File: src/rtl/eth_pkg.sv
// Shared types and widths for the Ethernet TX frame arbiter.
package eth_pkg;
    localparam int AXIS_DATA_W = 64;
    localparam int AXIS_KEEP_W = 8;

    typedef enum logic [1:0] {
        ST_IDLE  = 2'd0,
        ST_SEND  = 2'd1,
        ST_DRAIN = 2'd2
    } arb_state_e;
endpackage

File: src/rtl/eth_tx_arbiter_rr_pick.sv
// Combinational round-robin picker: first requester strictly after i_last,
// wrapping modulo N_SRC.
module rr_pick #(
    parameter int N_SRC = 2,
    localparam int IDX_W = $clog2(N_SRC)
) (
    input  logic [N_SRC-1:0] i_req,
    input  logic [IDX_W-1:0] i_last,
    output logic [N_SRC-1:0] o_grant,
    output logic [IDX_W-1:0] o_idx
);
    logic w_found;
    int   w_cand;

    always_comb begin
        o_grant = '0;
        o_idx   = '0;
        w_found = 1'b0;
        w_cand  = 0;
        for (int i = 1; i <= N_SRC; i++) begin
            w_cand = int'(i_last) + i;
            if (w_cand >= N_SRC) w_cand = w_cand - N_SRC;
            if (!w_found && i_req[w_cand[IDX_W-1:0]]) begin
                w_found                     = 1'b1;
                o_grant[w_cand[IDX_W-1:0]]  = 1'b1;
                o_idx                       = w_cand[IDX_W-1:0];
            end
        end
    end
endmodule

File: src/rtl/eth_tx_arbiter.sv
// Frame-level round-robin arbiter feeding the MAC TX AXI-Stream port, with
// max-length truncation and saturating truncation / mid-frame-gap statistics.
module eth_tx_arbiter
    import eth_pkg::*;
#(
    parameter int N_SRC     = 2,
    parameter int MAX_BEATS = 190,
    parameter int CNT_W     = 16
) (
    input  logic                         i_clk,
    input  logic                         i_reset_n,
    input  logic [N_SRC*AXIS_DATA_W-1:0] s_axis_tdata,
    input  logic [N_SRC*AXIS_KEEP_W-1:0] s_axis_tkeep,
    input  logic [N_SRC-1:0]             s_axis_tvalid,
    input  logic [N_SRC-1:0]             s_axis_tlast,
    output logic [N_SRC-1:0]             s_axis_tready,
    output logic [AXIS_DATA_W-1:0]       m_axis_tdata,
    output logic [AXIS_KEEP_W-1:0]       m_axis_tkeep,
    output logic                         m_axis_tvalid,
    output logic                         m_axis_tlast,
    input  logic                         m_axis_tready,
    output logic [N_SRC-1:0]             o_grant,
    output logic                         o_busy,
    output logic [CNT_W-1:0]             o_trunc_count,
    output logic [CNT_W-1:0]             o_gap_count,
    output arb_state_e                   o_state
);
    localparam int IDX_W  = $clog2(N_SRC);
    localparam int BEAT_W = $clog2(MAX_BEATS + 1);

    // Handshake rule on every AXIS port: a beat moves on a rising edge where
    // tvalid and tready are both high; a valid beat is held until accepted.
    arb_state_e       r_state, w_next_state;
    logic [N_SRC-1:0] r_grant;
    logic [IDX_W-1:0] r_last_grant;
    logic [BEAT_W-1:0] r_beat_cnt;
    logic             r_gap_flag;
    logic [CNT_W-1:0] r_trunc_count, r_gap_count;

    logic [N_SRC-1:0]       w_pick_grant;
    logic [IDX_W-1:0]       w_pick_idx;
    logic [AXIS_DATA_W-1:0] w_src_data [N_SRC];
    logic [AXIS_KEEP_W-1:0] w_src_keep [N_SRC];
    logic w_src_valid, w_src_last, w_last_beat, w_hs, w_frame_end, w_trunc;

    for (genvar k = 0; k < N_SRC; k++) begin : g_src
        assign w_src_data[k] = s_axis_tdata[k*AXIS_DATA_W +: AXIS_DATA_W];
        assign w_src_keep[k] = s_axis_tkeep[k*AXIS_KEEP_W +: AXIS_KEEP_W];
    end

    assign w_src_valid = s_axis_tvalid[r_last_grant];
    assign w_src_last  = s_axis_tlast[r_last_grant];

    rr_pick #(.N_SRC(N_SRC)) u_rr_pick (
        .i_req   (s_axis_tvalid),
        .i_last  (r_last_grant),
        .o_grant (w_pick_grant),
        .o_idx   (w_pick_idx)
    );

    always_ff @(posedge i_clk or negedge i_reset_n) begin
        if (!i_reset_n) r_state <= ST_IDLE;
        else            r_state <= w_next_state;
    end

    always_comb begin
        w_next_state  = r_state;
        m_axis_tdata  = '0;
        m_axis_tkeep  = '0;
        m_axis_tvalid = 1'b0;
        m_axis_tlast  = 1'b0;
        s_axis_tready = '0;
        w_hs          = 1'b0;
        w_frame_end   = 1'b0;
        w_trunc       = 1'b0;
        w_last_beat   = (r_beat_cnt == BEAT_W'(MAX_BEATS - 1));
        case (r_state)
            ST_IDLE: begin
                if (|s_axis_tvalid) w_next_state = ST_SEND;
            end
            ST_SEND: begin
                m_axis_tdata                = w_src_data[r_last_grant];
                m_axis_tkeep                = w_src_keep[r_last_grant];
                m_axis_tvalid               = w_src_valid;
                m_axis_tlast                = w_src_last | w_last_beat;
                s_axis_tready[r_last_grant] = m_axis_tready;
                w_hs                        = w_src_valid & m_axis_tready;
                // A real source tlast wins over the length limit.
                if (w_hs && w_src_last) begin
                    w_next_state = ST_IDLE;
                    w_frame_end  = 1'b1;
                end else if (w_hs && w_last_beat) begin
                    w_next_state = ST_DRAIN;
                    w_frame_end  = 1'b1;
                    w_trunc      = 1'b1;
                end
            end
            ST_DRAIN: begin
                s_axis_tready[r_last_grant] = 1'b1;
                if (w_src_valid && w_src_last) w_next_state = ST_IDLE;
            end
            default: w_next_state = ST_IDLE;
        endcase
    end

    always_ff @(posedge i_clk or negedge i_reset_n) begin
        if (!i_reset_n) begin
            r_grant       <= '0;
            r_last_grant  <= IDX_W'(N_SRC - 1);
            r_beat_cnt    <= '0;
            r_gap_flag    <= 1'b0;
            r_trunc_count <= '0;
            r_gap_count   <= '0;
        end else begin
            case (r_state)
                ST_IDLE: begin
                    if (|s_axis_tvalid) begin
                        r_grant      <= w_pick_grant;
                        r_last_grant <= w_pick_idx;
                        r_beat_cnt   <= '0;
                        r_gap_flag   <= 1'b0;
                    end
                end
                ST_SEND: begin
                    if (w_hs) r_beat_cnt <= r_beat_cnt + 1'b1;
                    if (!w_src_valid && r_beat_cnt != '0) r_gap_flag <= 1'b1;
                    if (w_frame_end && w_next_state == ST_IDLE) r_grant <= '0;
                    if (w_frame_end && r_gap_flag && r_gap_count != '1)
                        r_gap_count <= r_gap_count + 1'b1;
                    if (w_trunc && r_trunc_count != '1)
                        r_trunc_count <= r_trunc_count + 1'b1;
                end
                ST_DRAIN: begin
                    if (w_next_state == ST_IDLE) r_grant <= '0;
                end
                default: ;
            endcase
        end
    end

    assign o_grant       = r_grant;
    assign o_busy        = (r_state != ST_IDLE);
    assign o_trunc_count = r_trunc_count;
    assign o_gap_count   = r_gap_count;
    assign o_state       = r_state;
endmodule

File: config.mk
export PLATFORM = sky130hd
export DESIGN_NAME = eth_tx_arbiter
export DESIGN_NICKNAME = d
export VERILOG_FILES = /design/src/rtl/eth_pkg.sv /design/src/rtl/eth_tx_arbiter_rr_pick.sv /design/src/rtl/eth_tx_arbiter.sv
export SDC_FILE = /design/constraint.sdc
export NUM_CORES = 1
export LEC_CHECK = 0
export ABC_AREA = 0
export CORE_MARGIN = 1
export CORE_UTILIZATION = 32
export DETAILED_ROUTE_END_ITERATION = 8
export GPL_TIMING_DRIVEN = 0
export PLACE_DENSITY = 0.78
export SYNTH_ARGS = -nofsm -noshare
export SYNTH_HDL_FRONTEND = slang
export SYNTH_HIERARCHICAL = 1
export SYNTH_SLANG_ARGS = --single-unit
File: constraint.sdc
create_clock -name i_clk -period 2 [get_ports i_clk]
set_input_delay 0.4 -clock i_clk [delete_from_list [all_inputs] [get_ports i_clk]]
set_output_delay 0.4 -clock i_clk [all_outputs]
set_load 0.01 [all_outputs]
* Word-level counts from Yosys, hierarchy flattened
Cells that the tools add are included.
Word-level totals: register bits 46, bits in latches 0, memory bits (writable) 0, memory bits (read-only) 0, bits of input ports 151, output and inout port bits 113, logic and storage cells 118, memories kept 0
Operators by class: add/subtract/negate cells 7, $mul 0, div/mod/pow operators 0, $lt $le $gt $ge 9, equal/unequal tests 10, shift operators 0, mux-type cells 53, bitwise logic cells 5, reductions and logical operators 27
Operators by type and width (count):
- 64-bit two-way mux | 4
- 8-bit two-way mux | 6
- 16-bit by 1-bit adder with 16-bit output (second input constant) | 2
- 16-bit != test (second input constant) | 2
- 1-bit two-way mux | 26
- 2-bit two-way mux | 9
- 8-bit one-hot mux with 2 select lines | 1
- 1-bit logical AND | 12
- 2-bit one-hot mux with 3 select lines | 2
- 2-bit != test (second input constant) | 5
- 8-bit by 1-bit adder with 8-bit output (second input constant) | 1
- 8-bit equality test (second input constant) | 1
- 8-bit nonzero test | 1
- 1-bit by 2-bit less-than comparator with 1-bit output (second input constant) | 3
- 2-bit AND reduction | 3
- 3-bit AND reduction | 2
- 2-bit >= comparator (second input constant) | 2
- 2-bit zero test | 2
- 2-bit one-hot mux with 2 select lines | 1
- 4-bit AND reduction | 1
- 2-bit nonzero test | 2
- 1-bit by 2-bit adder with 3-bit output (second input constant) | 1
- 1-bit demux with 1-bit select | 3
- 1-bit >= comparator (second input constant) | 3
- 14 further kinds | 16

* Longest topological paths before layout
Gate-level depths: netlist of the first run.
depth after elaboration 12, gate-level depth with buffers 8, gate-level depth less buffers 7

* Cells and area by module
Netlist of the first run, hierarchy kept.
By module, submodules not included:
- eth_tx_arbiter | instances 1, cells each 393, area an instance 3708.6 sq um, sequential area each 1152.4 sq um
- rr_pick | instances 1, cells each 4, area an instance 26.3 sq um, sequential area each 0.0 sq um

* Worst setup path after synthesis of the first run
OpenSTA, ideal clock, no wires.
path kind register -> register, from register r_state[1], in the netlist o_state[1], to register r_grant[0], in the netlist o_grant[0], library setup time 0.125 ns, arrival time 1.901 ns, required time 1.875 ns, path slack -0.026 ns, stages on the path, launching flop included 9, path buffers 1, period minus slack after synthesis 2.026 ns, cells stage by stage dfrtp_1 > inv_1 > ha_1 > buf_2 > nor2b_1 > o21ai_0 > a221oi_1 > a2111oi_2 > mux2_2
On the way: word-level cells in the longest chain between the ends 7, elaborated cells on any way between the ends 17, those cells by class eq/ne (5); mux (7); reduce/logical (5)
Ends and longest elaborated chain:
- start: declaration | RTL line eth_tx_arbiter.sv:33 | arb_state_e r_state, w_next_state;
- start signal: assignment | RTL line eth_tx_arbiter.sv:63 | else r_state <= w_next_state;
- 2-bit two-way mux | RTL line eth_tx_arbiter.sv:92 | end else if (w_hs && w_last_beat) begin
- 2-bit two-way mux | RTL line eth_tx_arbiter.sv:89 | if (w_hs && w_src_last) begin
- 2-bit one-hot mux with 3 select lines | RTL line eth_tx_arbiter.sv:77 | case (r_state)
- 2-bit zero test | RTL line eth_tx_arbiter.sv:127, eth_tx_arbiter.sv:134
- 1-bit logical AND | RTL line eth_tx_arbiter.sv:127 | if (w_frame_end && w_next_state == ST_IDLE) r_grant <= '0;
- 2-bit != test (no line)
- 4-bit AND reduction (no line)
- end signal: assignment | RTL line eth_tx_arbiter.sv:118 | r_grant <= w_pick_grant;
- end: declaration | RTL line eth_tx_arbiter.sv:34 | logic [N_SRC-1:0] r_grant;
Parallel ways exist; a longest one is shown, timed or not. A chain may end at the register's enable or synchronous reset.

* Worst setup path after layout of the first run
from register r_last_grant, to output port m_axis_tdata[32]
On the way: word-level cells in the longest chain between the ends 5
Ends and longest elaborated chain:
- start: declaration | RTL line eth_tx_arbiter.sv:35 | logic [IDX_W-1:0] r_last_grant;
- start signal: assignment | RTL line eth_tx_arbiter.sv:109 | r_last_grant <= IDX_W'(N_SRC - 1);
- start signal: assignment | RTL line eth_tx_arbiter.sv:119 | r_last_grant <= w_pick_idx;
- 1-bit NOT with 2-bit output (not written as such) | RTL line eth_tx_arbiter.sv:82 | m_axis_tdata = w_src_data[r_last_grant];
- 64-bit two-way mux (not written as such) (3 in series) | RTL line eth_tx_arbiter.sv:82
- 64-bit two-way mux | RTL line eth_tx_arbiter.sv:77
- end: declaration | RTL line eth_tx_arbiter.sv:17 | output logic [AXIS_DATA_W-1:0] m_axis_tdata,
No other way between the ends. The select of a mux whose other input is x is not followed.

==> run metrics, run 1 <==
Reg2Reg Depth=7; cell row count=39; worst relative slew slack=70.5%; via count=4171; total grt overflow=0; worst hold path class=in -> async; vias in the first global route=4011; Starting Density=32.7%; Pleak=3.29 nW; wirelength, routed=15100 um; Core Area=0.0114 mm2; hpwl dp=11200 um; worst-margin pin slew=440 ps; Final Max Tran Viols=0; startpoint types=flop; Post-synth EDFFs=0; count leader, synth=nor2b_1; yosys warns=6; Die X=110 um; CTS sink cnt=46; Placed Cells=804; Starting DRT DRC Count=169; setup violators final=69; clk_lat worst skew=280 ps; largest net degree at the start of global routing=31; #FFs+latches synth=46; Post-Synthesis Cells=397; fmax=0.467 GHz; CTS tree=done; clk slew on worst S/H paths=60 ps; status=finished, violations left; Clock Path Buffers=2; post-synthesis area per instance=9.41 um2; Max Cap Viol=0; GR Util All Layers=22.1%; DR vias/cell=4.92; WL/cell=17.8 um; first-pass GRT wire length=20600 um; Crit. End Element=output port; Synth top area share=30.2%; Synth Cell Area=0.00373 mm2; Root Buffer=clkbuf_16; die area=0.0121 mm2; die height=110 um; sequential area share after synthesis=30.9%; Arrival @ worst endpoint=1740 ps; initial antenna violation count=1; RSZ-0062 raised after global routing=true; fin worst setup slack=-143 ps; crit path kind=reg -> out; Yosys top cell by area=dfrtp_1; number of library cell types mapped by synthesis=46; FFs w/ async S/R, synth=100%; Synth area leaders=dfrtp_1 30%, mux2i_1 19%, nor2b_1 13%; Synth Flop Type=dfrtp_1; Critical Path RT=1600 ps; DR pass1 iterations=4; final hold vios=0; Layout Cells excl Fill=847; CTS Buf Count=5; post-layout util=63.2%; post-synthesis net count=557; Port Buffers=263; failing checks=negative setup slack; post-route clock period utilization=107%; H-tree lvl count=2; Area Growth Syn to Fin=93.3%; routability cong.=0.882; Post-route DRC=0; Post-layout nets=862; VDD IR max=0.666 mV; Top Ports=264; Power Dens Cells=946 mW/mm2; Clock Skews=3.37 ps; Synth top cells by count=77 x nor2b_1, 72 x mux2i_1, 45 x dfrtp_1; DRT antenna net count=0; hold_buf cts=0; maximum fanout along the worst path=5; Final Critical Period=2140 ps; share of cells above drive strength 1=31.2%
[registers in the layout, summed over array words and instances, names as in the netlist]
name / cells
r_last_grant: 1
o_trunc_count: 16
o_gap_count: 16
r_beat_cnt: 8
o_grant: 2
o_state: 2
r_gap_flag: 1
[report_power, final]
part	leakage [nW]	switching (W)	internal, W
clock	0.0698	0.000362	0.000463
combinational	2.60	0.00217	0.00268
sequential	0.625	0.000116	0.00103
total	3.29	0.00265	0.00417
[repair_timing]
action,4_1_cts,5_1_grt
cloned,2,0
resized for setup,330,123
buffers inserted,21,19
endpoints found under the setup margin,106,111
pin swaps,9,20
endpoints found under the hold margin,0,0
[through the flow]
stage	setup TNS, ps	hold slack [ps]	total power, W	instance area [um2]	setup slack (ps)
after global routing	-9580	72.4	0.00725	7220	-215
final	-4390	47.7	0.00683	7220	-143
after CTS	-9850	62.0	0.00650	6920	-235
after global placement	-97030	476	0.00530	6550	-855
after floorplan	0	104	0.00332	3740	12.3
after detailed placement	-68720	364	0.00537	6560	-846
[critical path: stages (launching register included)]
cell and delay (ps):
dfstp_2 580, clkbuf_16 170, buf_12 130, buf_6 140
mux2i_2 240, nor2b_1 70, buf_2 140
[layout by cell type, fill, tap and decap left out, drive strengths merged, types with 8 or more instances in the layout]
master and count:
mux2 10, nand4 13, xor2 9, o21ai 9
ha 9, nand2 22, mux2i 72, nor2b 77
clkdlybuf4s50 182, nand3 18, buf 108, xnor2 23
nor2 12, inv 8, clkbuf 28, dfrtp 45
and3 13
[routing by layer]
layer | GRT usage [%] | vias to the layer above | share of wire [%]
met5 | 0 | - | 0
met4 | 3.81 | 0 | 1.3
met3 | 5.17 | 17 | 7.9
met2 | 41.3 | 155 | 53
met1 | 25.6 | 2007 | 38
li1 | - | 1992 | -
[worst paths after layout]
| path | startpoint | end | slack, ps |
|---|---|---|---|
| setup / recovery | r_last_grant | m_axis_tdata[32] | -140 |
| hold / removal | i_reset_n | o_gap_count[9] | 50 |
| setup reg to reg | r_last_grant | o_trunc_count[13] | -60 |
| hold reg to reg | o_trunc_count[13] | o_trunc_count[13] | 500 |
| max in group asynchronous | i_reset_n | o_state[1] | 1440 |
| min in group i_clk | o_trunc_count[13] | o_trunc_count[13] | 500 |
[logic make-up (layout without fill, tap and decap cells)]
group | count (synthesis) | in the layout | share of synthesized area (%)
multiplexers | 82 | 82 | 22.6
buffers and inverters | 27 | 333 | 3.25
adder cells (fa/ha/maj) | 9 | 9 | 3.02
AND/OR/NAND/NOR | 176 | 176 | 27.9
flip-flops | 46 | 46 | 30.9
AO/OA/AOI/OAI | 25 | 25 | 4.89
other | 0 | 1 | 0
XOR/XNOR | 32 | 32 | 7.50
[area by class of cell]
class | instances | area [um2]
Fill cell | 962 | 4200
Multi-Input combinational cell | 324 | 2830
Timing Repair Buffer | 304 | 2680
Sequential cell | 46 | 1150
Buffer | 13 | 190
Tap cell | 143 | 179
Clock buffer | 5 | 125
Inverter | 8 | 30.0
Clock inverter | 3 | 21.3
Antenna cell | 1 | 2.50
No activity file was read; power rests on OpenSTA's default activity.
==> inputs of run 2 (changes only) <==
--- a/config.mk
+++ b/config.mk
@@ -6,11 +6,11 @@
 export NUM_CORES = 1
 export LEC_CHECK = 0
 export ABC_AREA = 0
-export CORE_MARGIN = 1
-export CORE_UTILIZATION = 32
+export CORE_AREA = 2 2 101 103
 export DETAILED_ROUTE_END_ITERATION = 8
+export DIE_AREA = 0 0 103 105
 export GPL_TIMING_DRIVEN = 0
-export PLACE_DENSITY = 0.78
+export PLACE_DENSITY_LB_ADDON = 0.08
 export SYNTH_ARGS = -nofsm -noshare
 export SYNTH_HDL_FRONTEND = slang
 export SYNTH_HIERARCHICAL = 1
==> constraint.sdc (replaced) <==
create_clock -name i_clk -period 2.5 [get_ports i_clk]
set_input_delay 0.5 -clock i_clk [delete_from_list [all_inputs] [get_ports i_clk]]
set_output_delay 0.5 -clock i_clk [all_outputs]
set_load 0.01 [all_outputs]
==> run metrics, run 2 (synthesized netlist as in run 1, its figures left out) <==
slowest stage cell, crit path=dfstp_2; crit path kind=reg -> out; RSZ-0062 raised after global routing=false; reg2reg setup slack=240 ps (+300 ps); H-tree lvl count=2 (unchanged); setup TNS=0 ps (+4390 ps); Die X=103 um (-6.4%); Port Buffers=263 (unchanged); total power=0.00488 W (-28%); WL/cell=18.4 um (+3.1%); Area Growth Syn to Fin=80.8%; Power Dens Cells=723 mW/mm2 (-24%); Crit. End Element=output port; Max Cap Viol=0 (unchanged); Root Buffer=clkbuf_8; DR pass1 iterations=4 (unchanged); met1 Usage GRT=31.6% (+6.0 points); maximum fanout along the worst path=10 (+5); setup violators final=0 (-100%); first-pass GRT wire length=22600 um (+9.6%); VDD IR max=0.426 mV (-36%); Critical Path RT=2000 ps (+400 ps); vias in the first global route=4061 (+1.2%); cell row count=36 (-7.7%); Most Used Layer, Global Route=met2; fmax=0.414 GHz; M2 GR Usage=44.5% (+3.3 points); fin worst setup slack=85.6 ps (+228 ps); routing usage on met3=12.9% (+7.7 points); most frequent cells in the layout=184 x clkdlybuf4s50_1, 76 x nor2b_1, 65 x mux2i_1; wirelength, routed=14900 um (-1.0%); pre-CTS setup slack=-505 ps (+341 ps); Clock Path Buffers=2 (unchanged); routability cong.=0.847 (-4.0%); post-route clock period utilization=96.6%; commonest non-fill, non-tap cell in the layout=clkdlybuf4s50_1; hold_buf cts=0 (unchanged); CTS sink cnt=46 (unchanged); Starting Density=38.7% (+6.0 points); Final Critical Period=2410 ps; Final Max Tran Viols=0 (unchanged); clk_lat worst skew=300 ps (+20 ps); die area=0.0108 mm2 (-11%); die height=105 um (-4.6%); Pleak=3.10 nW (-5.7%); CTS Buf Count=5 (unchanged); status=finished, final reports clean; hpwl dp=12100 um (+7.7%); cell-by-cell trace of the critical path=buf_8, clkbuf_16, buf_8, mux2i_2, nor2b_1, dlygate4sd2_1; Starting DRT DRC Count=138 (-18%); CP dominant cell by count=buf_8; Post-route DRC=0 (unchanged); Arrival @ worst endpoint=1910 ps (+170 ps); Clock Skews=7.23 ps (+3.86 ps); Top Ports=264 (unchanged); worst relative slew slack=61.4% (-9.1 points); Core Area=0.00964 mm2 (-16%); Post-layout nets=837 (-2.9%); largest net degree at the start of global routing=27 (-13%); CTS tree=done; final hold vios=0 (unchanged); GR Util All Layers=26.9% (+4.9 points); clk slew on worst S/H paths=90 ps (+30 ps); share of cells above drive strength 1=13.4% (-18 points); max incr delay on CP=560 ps (-20 ps); DRT antenna net count=0 (unchanged); total grt overflow=0 (unchanged); initial antenna violation count=8 (+7); worst-margin pin slew=575 ps (+135 ps); DR vias/cell=4.92 (about the same); via count=4000 (-4.1%); Filler Cell Count=855 (-11%); startpoint types=flop; worst hold path class=in -> async
-- run 2: cell types whose count changed in the layout (fill, tap and decap cells not counted), sizes merged --
| cell | delta |
|---|---|
| dlygate4sd2 | +42 |
| buf | -87 |
| bufinv | +1 |
| diode | +1 |
| clkdlybuf4s50 | +2 |
| clkbuf | +12 |
| clkdlybuf4s15 | +3 |
| clkinv | -2 |
| dlymetal6s2s | +4 |
-- run 2: final cells by class --
type	instances	area, um2	share of cell area (%)
Antenna cell	2	5.00	0.0741
Clock buffer	6	72.6	1.07
Clock inverter	2	37.5	0.556
Buffer	19	215	3.19
Tap cell	133	166	2.46
Inverter	8	30.0	0.445
Sequential cell	46	1150	17.1
Multi-Input combinational cell	324	2520	37.3
Timing Repair Buffer	273	2550	37.8
-- run 2: per-stage QoR --
step	instance area [um2]	hold WS, ps	utilization (%)	instances
finish	6750	162	70.1	813
global route	6750	202	70.0	812
CTS	6780	175	70.3	806
detailed placement	6550	482	67.9	794
global placement	6530	476	67.8	793
floorplan	3730	204	-	397
-- run 2: final timing paths --
| kind | from | endpoint | depth (start not counted) |
|---|---|---|---|
| min in group i_clk | o_gap_count[5] | o_gap_count[5] | 1 |
| worst min-delay path | i_reset_n | o_trunc_count[0] | 1 |
| worst max register to register | o_state[0] | o_grant[1] | 8 |
| worst max-delay path | r_last_grant | m_axis_tdata[60] | 6 |
| worst min register to register | o_gap_count[5] | o_gap_count[5] | 1 |
| max in group asynchronous | i_reset_n | o_gap_count[0] | 2 |
-- run 2: power by group --
part	total, W	leakage [nW]	internal (W)	switching, W
Sequential	0.000888	0.627	0.000820	0.0000685
Clock	0.000553	0.0514	0.000298	0.000255
Combinational	0.00344	2.42	0.00184	0.00160
Total	0.00488	3.10	0.00296	0.00193
-- run 2: repair_timing --
| action | in CTS | in global routing |
|---|---|---|
| buffers inserted | 3 | 5 |
| resized for setup | 123 | 63 |
| endpoints found under the setup margin | 76 | 40 |
| gates cloned | 1 | 0 |
-- run 2: layer usage --
| metal | share of wire, % | routed length [um] |
|---|---|---|
| met4 | 1.5 | 228 |
| met5 | 0.35 | 52 |
| met3 | 12 | 1790 |
| met2 | 48 | 7170 |
| met1 | 38 | 5700 |
-- run 2: critical path, delay by kind of cell (launching register included) --
kind                   cells  cell delay, ps
muxes                      1             240
buffers and inverters      4             740
and+or+nand+nor            1              70
DFF                        1             560
==> inputs of run 3 (changes only) <==
--- a/config.mk
+++ b/config.mk
@@ -7,6 +7,7 @@
 export LEC_CHECK = 0
 export ABC_AREA = 0
 export CORE_AREA = 2 2 101 103
+export CTS_CLUSTER_SIZE = 40
 export DETAILED_ROUTE_END_ITERATION = 8
 export DIE_AREA = 0 0 103 105
 export GPL_TIMING_DRIVEN = 0
==> results of run 3 <==
The final DEF is identical to that of run 2; final timing and power are the same.
